[config.mk]
export PLATFORM = sky130hd
export DESIGN_NAME = word_merge_buffer
export DESIGN_NICKNAME = d
export VERILOG_FILES = /design/src/rtl/lc3b_types.sv /design/src/rtl/word_merge_buffer_word_insert.sv /design/src/rtl/word_merge_buffer.sv
export SDC_FILE = /design/constraint.sdc
export NUM_CORES = 1
export LEC_CHECK = 0
export ABC_AREA = 0
export CORE_UTILIZATION = 60
export DETAILED_ROUTE_END_ITERATION = 8
export DONT_BUFFER_PORTS = 1
export PLACE_DENSITY = 0.76
export SLEW_MARGIN = 40
export SYNTH_ARGS = -nofsm -noshare
export SYNTH_HDL_FRONTEND = slang
export SYNTH_SLANG_ARGS = --single-unit
[constraint.sdc]
create_clock -name clk -period 3.2 [get_ports clk]
set_input_delay 0.64 -clock clk [delete_from_list [all_inputs] [get_ports clk]]
set_output_delay 0.64 -clock clk [all_outputs]
set_load 0.005 [all_outputs]
[src/rtl/lc3b_types.sv]
// Shared LC-3b datapath types.
// Holds the word/line types used across the memory hierarchy, the
// write-combining buffer's line mask/tag types and state encoding, and the
// word-extraction helper used by read paths (L1 read hit, store-buffer snoop).
package lc3b_types;

   localparam int unsigned LINE_BYTES  = 16;
   localparam int unsigned OFFSET_BITS = 4;

   typedef logic [15:0]             lc3b_word;
   typedef logic [127:0]            lc3b_8word;
   typedef logic [LINE_BYTES-1:0]   lc3b_line_mask;
   typedef logic [15-OFFSET_BITS:0] lc3b_line_tag;

   typedef enum logic [1:0] {
      WMB_EMPTY,
      WMB_FILLING,
      WMB_DRAIN
   } wmb_state_t;

   // Word w of a line occupies bits [16w+15:16w].
   function automatic lc3b_word word_extract(input lc3b_8word line,
                                             input logic [2:0] word_idx);
      return line[{word_idx, 4'b0000} +: 16];
   endfunction

endpackage

[src/rtl/word_merge_buffer_word_insert.sv]
// word_insert: combinational byte-enabled word write into an 8-word line.
// Write-direction counterpart of word_extract; shared with the L1 write-hit path.
// Ports:
//   line, mask   current line data and written-byte mask
//   word_idx     word index within the line (address bits [3:1])
//   byte_enable  bit 0 -> low byte, bit 1 -> high byte of the word
//   data         store data
//   new_line, new_mask  line and mask with the enabled bytes written
module word_insert
   import lc3b_types::*;
(
   input  lc3b_8word     line,
   input  lc3b_line_mask mask,
   input  logic [2:0]    word_idx,
   input  logic [1:0]    byte_enable,
   input  lc3b_word      data,
   output lc3b_8word     new_line,
   output lc3b_line_mask new_mask
);

   always_comb begin
      new_line = line;
      new_mask = mask;
      if (byte_enable[0]) begin
         new_line[{word_idx, 4'b0000} +: 8] = data[7:0];
         new_mask[{word_idx, 1'b0}]         = 1'b1;
      end
      if (byte_enable[1]) begin
         new_line[{word_idx, 4'b1000} +: 8] = data[15:8];
         new_mask[{word_idx, 1'b1}]         = 1'b1;
      end
   end

endmodule

[src/rtl/word_merge_buffer.sv]
// word_merge_buffer: single-line write-combining buffer on the CPU store path.
// 16-bit stores are merged into one 128-bit line with a per-byte written mask;
// the line drains as one masked line write on a tag change, when full, or on
// flush. A combinational snoop port exposes buffered bytes to loads.
// Ports:
//   clk, reset_n                          clock, async active-low reset
//   cpu_write/cpu_address/cpu_wdata/cpu_byte_enable -> cpu_resp   store port
//   flush -> flush_done                   drain request / completion pulse
//   snoop_address -> snoop_data, snoop_mask   load-side lookup
//   mem_write/mem_address/mem_wdata/mem_byte_mask <- mem_resp   line write port
//   buffer_valid                          buffer holds written bytes
module word_merge_buffer
   import lc3b_types::*;
(
   input  logic          clk,
   input  logic          reset_n,
   input  logic          cpu_write,
   input  lc3b_word      cpu_address,
   input  lc3b_word      cpu_wdata,
   input  logic [1:0]    cpu_byte_enable,
   output logic          cpu_resp,
   input  logic          flush,
   output logic          flush_done,
   input  lc3b_word      snoop_address,
   output lc3b_word      snoop_data,
   output logic [1:0]    snoop_mask,
   output logic          mem_write,
   output lc3b_word      mem_address,
   output lc3b_8word     mem_wdata,
   output lc3b_line_mask mem_byte_mask,
   input  logic          mem_resp,
   output logic          buffer_valid
);

   wmb_state_t    state, next_state;
   lc3b_line_tag  tag;
   lc3b_8word     line;
   lc3b_line_mask mask;
   logic          flush_q;
   logic          drain_by_flush;

   lc3b_8word     ins_line;
   lc3b_line_mask ins_mask;
   logic          tag_match;
   logic          accept;
   logic          merge;
   logic          unused_addr_bits;

   assign unused_addr_bits = ^{cpu_address[0], snoop_address[0]};

   assign tag_match = (cpu_address[15:OFFSET_BITS] == tag);
   // cpu_resp high means the held request was just taken; don't take it twice.
   assign accept = cpu_write && !cpu_resp && !flush &&
                   ((state == WMB_EMPTY) || ((state == WMB_FILLING) && tag_match));
   assign merge  = accept && (cpu_byte_enable != 2'b00);

   word_insert u_word_insert (
      .line        (line),
      .mask        (mask),
      .word_idx    (cpu_address[3:1]),
      .byte_enable (cpu_byte_enable),
      .data        (cpu_wdata),
      .new_line    (ins_line),
      .new_mask    (ins_mask)
   );

   always_ff @(posedge clk or negedge reset_n) begin
      if (!reset_n) state <= WMB_EMPTY;
      else          state <= next_state;
   end

   always_comb begin
      next_state = state;
      case (state)
         WMB_EMPTY: begin
            if (merge) next_state = WMB_FILLING;
         end
         WMB_FILLING: begin
            if (flush)                        next_state = WMB_DRAIN;
            else if (cpu_write && !tag_match) next_state = WMB_DRAIN;
            else if (merge && (ins_mask == '1)) next_state = WMB_DRAIN;
         end
         WMB_DRAIN: begin
            if (mem_resp) next_state = WMB_EMPTY;
         end
         default: next_state = WMB_EMPTY;
      endcase
   end

   always_ff @(posedge clk or negedge reset_n) begin
      if (!reset_n) begin
         tag            <= '0;
         line           <= '0;
         mask           <= '0;
         cpu_resp       <= 1'b0;
         flush_done     <= 1'b0;
         flush_q        <= 1'b0;
         drain_by_flush <= 1'b0;
      end else begin
         cpu_resp   <= accept;
         flush_q    <= flush;
         flush_done <= 1'b0;
         if (merge) begin
            line <= ins_line;
            mask <= ins_mask;
            if (state == WMB_EMPTY) tag <= cpu_address[15:OFFSET_BITS];
         end
         case (state)
            // Edge-detect so a flush held across a drain completes only once.
            WMB_EMPTY:   if (flush && !flush_q) flush_done <= 1'b1;
            // Tracks the cause of the drain; frozen once DRAIN is entered.
            WMB_FILLING: drain_by_flush <= flush;
            // Clearing the line keeps unwritten lanes at 0 for the next fill.
            WMB_DRAIN: begin
               if (mem_resp) begin
                  line       <= '0;
                  mask       <= '0;
                  flush_done <= drain_by_flush;
               end
            end
            default: ;
         endcase
      end
   end

   assign buffer_valid  = (state != WMB_EMPTY);
   assign mem_write     = (state == WMB_DRAIN);
   assign mem_address   = {tag, {OFFSET_BITS{1'b0}}};
   assign mem_wdata     = line;
   assign mem_byte_mask = mask;

   assign snoop_data = word_extract(line, snoop_address[3:1]);
   assign snoop_mask = (buffer_valid && (snoop_address[15:OFFSET_BITS] == tag))
                       ? mask[{snoop_address[3:1], 1'b0} +: 2] : 2'b00;

endmodule

## Yosys cells after proc, flatten, opt, wreduce, memory -nomap -nowiden

Cells that the tools add are included.

- Add/subtract/negate cells: 2
- Order comparisons: 4
- Eq/ne operators: 8
- Shift-type cells: 6
- Mux-type cells: 26
- Bitwise operators: 2
- Reduce and logical (&&, ||, !) cells: 21

Operators with widths:

| kind | count |
|---|---|
| two-way mux 128 bit | 5 |
| bitwise mux 128 bit | 2 |
| variable shift 8 x 9 -> 128 bit (first input constant) | 2 |
| indexed part select 8 x 9 -> 128 bit | 2 |
| indexed part select 128 x 8 -> 16 bit | 1 |
| two-way mux 16 bit | 5 |
| == test 12 bit | 2 |
| negation 7 -> 9 bit | 2 |
| == test 16 bit (second input constant) | 1 |
| OR 16 x 15 -> 16 bit | 1 |
| OR 16 bit | 1 |
| indexed part select 16 x 5 -> 2 bit | 1 |
| two-way mux 2 bit | 6 |
| logical AND 1 bit | 11 |
| less-than comparator 4 x 5 -> 1 bit (second input constant) | 2 |
| >= comparator 4 x 1 -> 1 bit (second input constant) | 2 |
| demux 1 bit (select 3 bit) | 2 |
| case mux 2 bit (3 select lines) | 1 |
| zero test 1 bit | 4 |
| two-way mux 1 bit | 4 |
| != test 4 x 2 -> 1 bit (second input constant) | 1 |
| nonzero test 2 bit | 2 |
| AND reduction 3 bit | 1 |
| == test 2 x 1 -> 1 bit (second input constant) | 1 |
| 7 further kinds | 7 |

- Flip-flop bits (word level): 162

## Longest topological paths before layout

Gate-level depths: netlist (run 1).

- Depth after elaboration: 14
- Gate-level depth with buffers: 10

## Cells and area by module

From an unflattened synthesis (run 1), not the netlist that was laid out.

- Cells, all modules: 1,138
- Area, all modules: 10,507.6 µm²

By module, submodules not included:

| module | times used | cells each | area an instance (µm²) |
|---|---|---|---|
| word_merge_buffer | 1 | 808 | 8,261.7 |
| word_insert | 1 | 330 | 2,245.9 |

## Least setup slack after synthesis (run 1)

No wires, ideal clock.

- Kind: input to register
- Start point: in cpu_address[1]
- End point: reg line[64], in the netlist mem_wdata[64]
- Library setup time: 0.080 ns
- Arrival: 3.302 ns
- Required time: 3.120 ns
- Setup slack: -0.181 ns
- Stages: 9
- Buffers on the path: 2
- Cells stage by stage: buf_1 > clkbuf_1 > inv_1 > ha_1 > ha_1 > inv_1 > or4_4 > a2111oi_4 > mux2i_1

- Cells in the longest elaborated chain, start to end: 9

RTL lines:

| what | line | source |
|---|---|---|
| from (decl) | word_merge_buffer.sv:18 | `input lc3b_word cpu_address,` |
| negation 7 -> 9 bit | word_merge_buffer_word_insert.sv:25 | `new_line[{word_idx, 4'b0000} +: 8] = data[7:0];` |
| indexed part select 8 x 9 -> 128 bit / variable shift 8 x 9 -> 128 bit (equally long branches) | word_merge_buffer_word_insert.sv:25 |  |
| bitwise mux 128 bit | word_merge_buffer_word_insert.sv:25 |  |
| two-way mux 128 bit | word_merge_buffer_word_insert.sv:24 | `if (byte_enable[0]) begin` |
| bitwise mux 128 bit | word_merge_buffer_word_insert.sv:29 | `new_line[{word_idx, 4'b1000} +: 8] = data[15:8];` |
| two-way mux 128 bit (*) | word_merge_buffer_word_insert.sv:28 | `if (byte_enable[1]) begin` |
| two-way mux 128 bit (*) | word_merge_buffer.sv:103 | `if (merge) begin` |
| two-way mux 128 bit | word_merge_buffer.sv:115 | `if (mem_resp) begin` |
| two-way mux 128 bit (*) | word_merge_buffer.sv:108 | `case (state)` |
| to (signal assigned) | word_merge_buffer.sv:104 | `line <= ins_line;` |
| to (decl) | word_merge_buffer.sv:37 | `lc3b_8word line;` |

Mark *: on every way between the ends. The rest lies on a longest branch, timed or not.
A chain may end at the register's enable or synchronous reset.

## Final worst setup path (run 1)

- Start point: reg tag[4]
- End point: reg line[119], in the netlist mem_wdata[119]

- Cells in the longest elaborated chain, start to end: 8

RTL lines:

| what | line | source |
|---|---|---|
| from (decl) | word_merge_buffer.sv:36 | `lc3b_line_tag tag;` |
| from (signal assigned) | word_merge_buffer.sv:106 | `if (state == WMB_EMPTY) tag <= cpu_address[15:OFFSET_BITS];` |
| == test 12 bit (*) | word_merge_buffer.sv:51 | `assign tag_match = (cpu_address[15:OFFSET_BITS] == tag);` |
| logical AND 1 bit (*) | word_merge_buffer.sv:54 | `((state == WMB_EMPTY) \|\| ((state == WMB_FILLING) && tag_match));` |
| logical OR 1 bit (*) | word_merge_buffer.sv:54 |  |
| logical AND 1 bit (*) | word_merge_buffer.sv:53 | `assign accept = cpu_write && !cpu_resp && !flush &&` |
| logical AND 1 bit (*) | word_merge_buffer.sv:55 | `assign merge = accept && (cpu_byte_enable != 2'b00);` |
| two-way mux 128 bit (*) | word_merge_buffer.sv:103 |  |
| two-way mux 128 bit | word_merge_buffer.sv:115 |  |
| two-way mux 128 bit (*) | word_merge_buffer.sv:108 |  |

Marked as above.

==> impl_metrics.json, run 1 <==
{
  "wire_per_inst_um": 26.1,
  "die_width_um": 126,
  "synth_seq_cells": 162,
  "fin_tns_setup_ns": 0,
  "grt_max_degree": 163,
  "grt_pass1_wl_um": 43100,
  "root_buffer": "clkbuf_16",
  "clk_path_buf_depth": 2,
  "drive_gt1_share_pct": 14.3,
  "grt_overflow": 0,
  "finalSetupViolations": 0,
  "crit_arrival_ns": 2.93,
  "crit_required_ns": 3.54,
  "slew-limit-headroom_pct": 47.3,
  "track_usage_pct": 35.5,
  "layout_setup_ws_ns": 0.602,
  "worst_pin_slew_ns": 0.790,
  "violations": "hold timing",
  "grt_pass1_vias": 7583,
  "stdcell_count": 1067,
  "fp.dieH_um": 126,
  "ys.flop_type": "dfrtp_1",
  "first_iter_violations": 1123,
  "final_cell_mix": "167 x nand2_1, 162 x dfrtp_1, 72 x mux2i_1",
  "cts_tree": "yes",
  "syn_area_um2": 9290,
  "hold_viol_final": 162,
  "r2r_end": "mem_wdata[119]",
  "dp_hpwl_um": 18900,
  "ir_worst_vdd_uv": 404,
  "totalWireLength_um": 27900,
  "skew_ns": 0.00718,
  "start_util_pct": 61.3,
  "cap_violations": 0,
  "pre_cts_ws_ns": 0.392,
  "cts.clk_slew.worst_paths_ns": 0.06,
  "place_congestion": 0.904,
  "portBuffers": 0,
  "antenna_found_initial": 0,
  "ff2ff_setup_slack_ns": 0.60,
  "dpl.cell_count": 1035,
  "holdWs_ns": -0.0986,
  "cp_slowest_cell": "o31ai_4",
  "rows": 45,
  "antenna_left": 0,
  "crit_path_end_kind": "flop",
  "fmax_mhz": 385,
  "via_per_inst": 7.22,
  "ys_warn_count": 0,
  "core-area_um2": 15100,
  "fp.dieArea_um2": 16000,
  "dr.pass1.iters": 6,
  "rsz0062_at_grt": "false",
  "powerDensity_nw_per_um2": 566,
  "cp-start-kind": "flop",
  "r2r-start": "tag[4]",
  "crit_fanout": 10,
  "crit_chain": "xnor2_1, nand4_1, o31ai_4, nand4_2, mux2i_1",
  "reg2reg_depth": 5,
  "status": "finished with violations",
  "fin_crit_sh_pct": 81.2,
  "critPathMaxStageDelay_ns": 0.63,
  "final_common_cell": "nand2_1",
  "yosysUniqueCellTypes": 60,
  "io_pins": 237,
  "cts_made_buffers": 17,
  "avgSynthCellArea_um2": 10.3,
  "clk_latency_ns": 0.43,
  "leakage_nw": 4.44,
  "htreeDepth": 4,
  "cts_sinks": 162,
  "drv_slew": 0,
  "min_path_type": "in2async",
  "syn_to_final_growth_pct": 7.42,
  "vias": 7709,
  "synth_cells": 906,
  "async_reset_ff_share_pct": 100,
  "finalCriticalPeriod_ns": 2.60,
  "synth_edf_count": 0,
  "path_class": "reg2reg",
  "diodes": 0,
  "ys_seq_area_share_pct": 43.6,
  "drc_errors": 0,
  "num-nets-final": 928
}
==> worst max path at each step <==
stage / startpoint / to
6_report: tag[4] / mem_wdata[119]
5_1_grt: tag[3] / snoop_mask[1]
4_1_cts: tag[3] / snoop_mask[1]
3_5_place_dp: cpu_address[2] / mem_wdata[64]
3_3_place_gp: cpu_address[2] / mem_wdata[71]
2_1_floorplan: cpu_address[1] / mem_wdata[64]
==> synthesized netlist by cell type, types with 7 or more instances <==
cell,count,area [µm²]
mux4_2,36,811
or4_1,12,90.1
nand4_1,38,238
xnor2_1,17,149
ha_1,7,87.6
a41oi_1,16,140
inv_1,10,37.5
nor2_1,27,101
clkbuf_1,68,255
and2_1,18,113
o31ai_1,55,413
and3_1,9,56.3
buf_1,7,26.3
mux2_2,19,214
mux2i_1,72,721
xor2_1,7,61.3
o2111ai_1,15,131
nand2_1,167,627
dfrtp_1,162,4050
a21oi_1,63,315
==> per-layer routing <==
layer	track usage, %	share of wire [%]	vias to the layer above
met2	55.1	47	537
met1	46.9	38	3818
met5	0	0	-
met4	13.7	2.7	0
li1	-	-	3286
met3	11.0	13	68
==> metrics by stage <==
step | utilization [%] | hold slack [ns] | area (µm²) | power (mW)
2_1_floorplan | - | 0.344 | 9300 | 3.33
3_3_place_gp | 62.0 | 0.349 | 9390 | 3.53
3_5_place_dp | 62.0 | 0.348 | 9390 | 3.59
4_1_cts | 65.9 | -0.105 | 9980 | 5.65
5_1_grt | 65.9 | -0.109 | 9980 | 5.87
6_report | 65.9 | -0.0986 | 9980 | 5.65
==> sequential cells by signal (all words and copies together), names as in the netlist <==
signal and flops:
mem_wdata 128, state 2, cpu_resp 1, drain_by_flush 1, mem_byte_mask 16, flush_done 1, tag 12, flush_q 1
==> area by class of cell <==
| cell class | count | area, µm² |
|---|---|---|
| timing repair buffer | 23 | 173 |
| clock buffer | 20 | 437 |
| sequential | 162 | 4050 |
| tap | 188 | 235 |
| inverter | 10 | 37.5 |
| multi-input combinational | 652 | 4890 |
| fill | 1191 | 5170 |
| clock inverter | 12 | 155 |
==> critical path, delay by kind of cell, from the launching register on <==
family           cells  cell delay (ns)
flip-flops           1             0.44
AO/OA/AOI/OAI        1             0.63
multiplexers         1             0.34
XOR/XNOR             1             0.27
AND/OR/NAND/NOR      2             0.82
==> timing repair <==
action / CTS / global route
resized for setup: 0 / 0
hold endpoints to repair: 162 / 162
buffers inserted: 0 / 0
==> cell families after synthesis <==
family                     after synthesis  synth area share [%]
DFF                                    162                  43.6
muxes                                  128                  18.9
adders and majority gates                7                 0.943
and+or+nand+nor                        312                  16.8
AOI/OAI and AO/OA                      177                  13.3
other                                    1                0.0404
xor gates and xnor gates                24                  2.26
buffers and inverters                   95                  4.08
==> power by group <==
part / leakage [nW] / total [mW] / internal, mW / switching (mW)
sequential: 2.22 / 2.63 / 2.28 / 0.349
combinational: 1.93 / 0.955 / 0.403 / 0.551
clock: 0.286 / 2.07 / 1.23 / 0.834
total: 4.44 / 5.65 / 3.91 / 1.73
No activity file was read; power rests on OpenSTA's default activity.
==> run 2, diff against run 1 <==
CORE_UTILIZATION = 58   (was 60)
clock period = 2.12 ns   (was 3.2 ns; I/O delays follow)
==> run 2 against run 1 <==
- the flow finishes with violations (hold timing, setup timing)
- count of clock-buffer cells in the layout unchanged
- sequential share of layout area shrank 3.7 points
- cell area is 10% higher
- critical path depth increased by 1
- wire length up 6.8%
- register-to-register slack lost 0.74 ns
- hold slack worse by 0.21 ns
- combinational power rose by 120%
- flip-flop and latch count did not move
- worst setup slack worse by 0.78 ns
- sequential power is 48% higher
- highest routed layer unchanged
==> impl_metrics.json, run 2 (same netlist as run 1, synthesis figures left out) <==
{
  "status": "finished with violations",
  "violations": "hold timing, setup timing",
  "r2r-start": "tag[4]",
  "worst_pin_slew_ns": 0.574,
  "clk_latency_ns": 0.43,
  "root_buffer": "clkbuf_16",
  "wire_per_inst_um": 25.9,
  "pre_cts_ws_ns": -0.324,
  "grt_pass1_vias": 8137,
  "crit_arrival_ns": 1.88,
  "place_congestion": 0.936,
  "r2r_end": "mem_wdata[10]",
  "cp_slowest_cell": "dfrtp_1",
  "final_cell_mix": "167 x nand2_1, 158 x dfrtp_1, 72 x mux2i_1",
  "seq_area_um2": 4060,
  "cts_made_buffers": 17,
  "dp_hpwl_um": 19500,
  "largest_reg_flops": 128,
  "die_width_um": 129,
  "skew_ns": 0.0114,
  "start_util_pct": 60.2,
  "crit_chain": "buf_6, xnor2_2, nand4_1, nor4_2, nand4_1, nor2_1",
  "ir_worst_vdd_uv": 572,
  "num-nets-final": 987,
  "track_usage_pct": 36.7,
  "fp.dieH_um": 129,
  "min_path_type": "in2async",
  "cts.clk_slew.worst_paths_ns": 0.07,
  "grt_overflow": 0,
  "io_pins": 237,
  "totalWireLength_um": 29800,
  "fillers": 1126,
  "grt_max_degree": 163,
  "via_per_inst": 7.11,
  "fin_crit_sh_pct": 109,
  "critPathMaxStageDelay_ns": 0.40,
  "rows": 45,
  "busiest_layer": "met2",
  "finalCriticalPeriod_ns": 2.30,
  "reg2reg_depth": 7,
  "cts_tree": "yes",
  "cp-start-kind": "flop",
  "antenna_found_initial": 0,
  "drv_slew": 0,
  "ff2ff_setup_slack_ns": -0.14,
  "cts_sinks": 162,
  "multi_input_area_um2": 5140,
  "portBuffers": 0,
  "clk_path_buf_depth": 2,
  "vias": 8172,
  "htreeDepth": 4,
  "rsz0062_at_grt": "true",
  "met2_usage_pct": 55.9,
  "diodes": 0,
  "fmax_mhz": 434,
  "finalSetupViolations": 56,
  "gr-usage-met3_pct": 11.3,
  "dr.pass1.iters": 5,
  "stdcell_area_um2": 11000,
  "first_iter_violations": 1042,
  "core-area_um2": 15400,
  "final_common_cell": "nand2_1",
  "cap_violations": 0,
  "use_met1_pct": 48.7,
  "grt_pass1_wl_um": 45700,
  "drive_gt1_share_pct": 23.9,
  "power.total_mw": 9.20,
  "syn_to_final_growth_pct": 18.4,
  "slew-limit-headroom_pct": 61.7,
  "cpMostUsedCell": "nand4_1",
  "antenna_left": 0,
  "dpl_cell_area_um2": 10000,
  "drc_errors": 0,
  "layout_setup_ws_ns": -0.183,
  "holdWs_ns": -0.313,
  "hold_viol_final": 162,
  "crit_required_ns": 1.70,
  "path_class": "reg2out",
  "fp.dieArea_um2": 16500,
  "powerDensity_nw_per_um2": 837,
  "crit_fanout": 3,
  "crit_path_end_kind": "output pin",
  "leakage_nw": 4.93
}
run 2: through the flow:
step | std cells | util, % | setup TNS, ns
final | 1149 | 71.3 | -4.05
after global routing | 1149 | 71.3 | -15.28
after CTS | 1148 | 70.0 | -3.85
after detailed placement | 1111 | 65.0 | -6.27
after global placement | 1111 | 65.0 | -4.94
after floorplan | 909 | - | -7.50
run 2: repair_timing:
| action | 4_1_cts | 5_1_grt |
|---|---|---|
| cloned | 2 | 0 |
| setup buffers | 3 | 1 |
| setup endpoints to repair | 67 | 149 |
| pin swaps | 4 | 4 |
| resized for setup | 12 | 37 |
| hold endpoints to repair | 162 | 162 |
run 2: area by class of cell:
type                    instances  area share, %
repair buffers                 82           7.93
well taps                     211           2.40
flip-flops and latches        162           36.9
multi-input cells             652           46.8
clock buffers                  20           3.97
inverters                      10          0.364
clock inverters                12           1.65
run 2: critical path, delay by kind of cell (launching register included):
family | cells | cell delay (ns)
XOR/XNOR | 1 | 0.16
AND/OR/NAND/NOR | 4 | 0.75
flip-flops | 1 | 0.40
buffers and inverters | 1 | 0.14
run 2: worst max-delay path by stage:
stage,start,depth (start not counted),end
global placement,cpu_address[2],8,mem_wdata[71]
global route,tag[3],6,snoop_mask[0]
floorplan,cpu_address[1],9,mem_wdata[64]
CTS,tag[3],6,snoop_mask[1]
detailed placement,cpu_address[2],8,mem_wdata[69]
finish,tag[7],6,snoop_mask[1]
run 2: layer usage:
layer  share of wire (%)  wire, µm
met3                  14      4060
met1                  37     11000
met2                  46     13800
met5                   0         0
met4                 3.0       906
run 2: report_power, final:
part | switching (mW) | internal [mW] | leakage, nW
Clock | 1.28 | 1.98 | 0.299
Combinational | 1.06 | 0.999 | 2.42
Sequential | 0.440 | 3.44 | 2.21
Total | 2.78 | 6.42 | 4.93
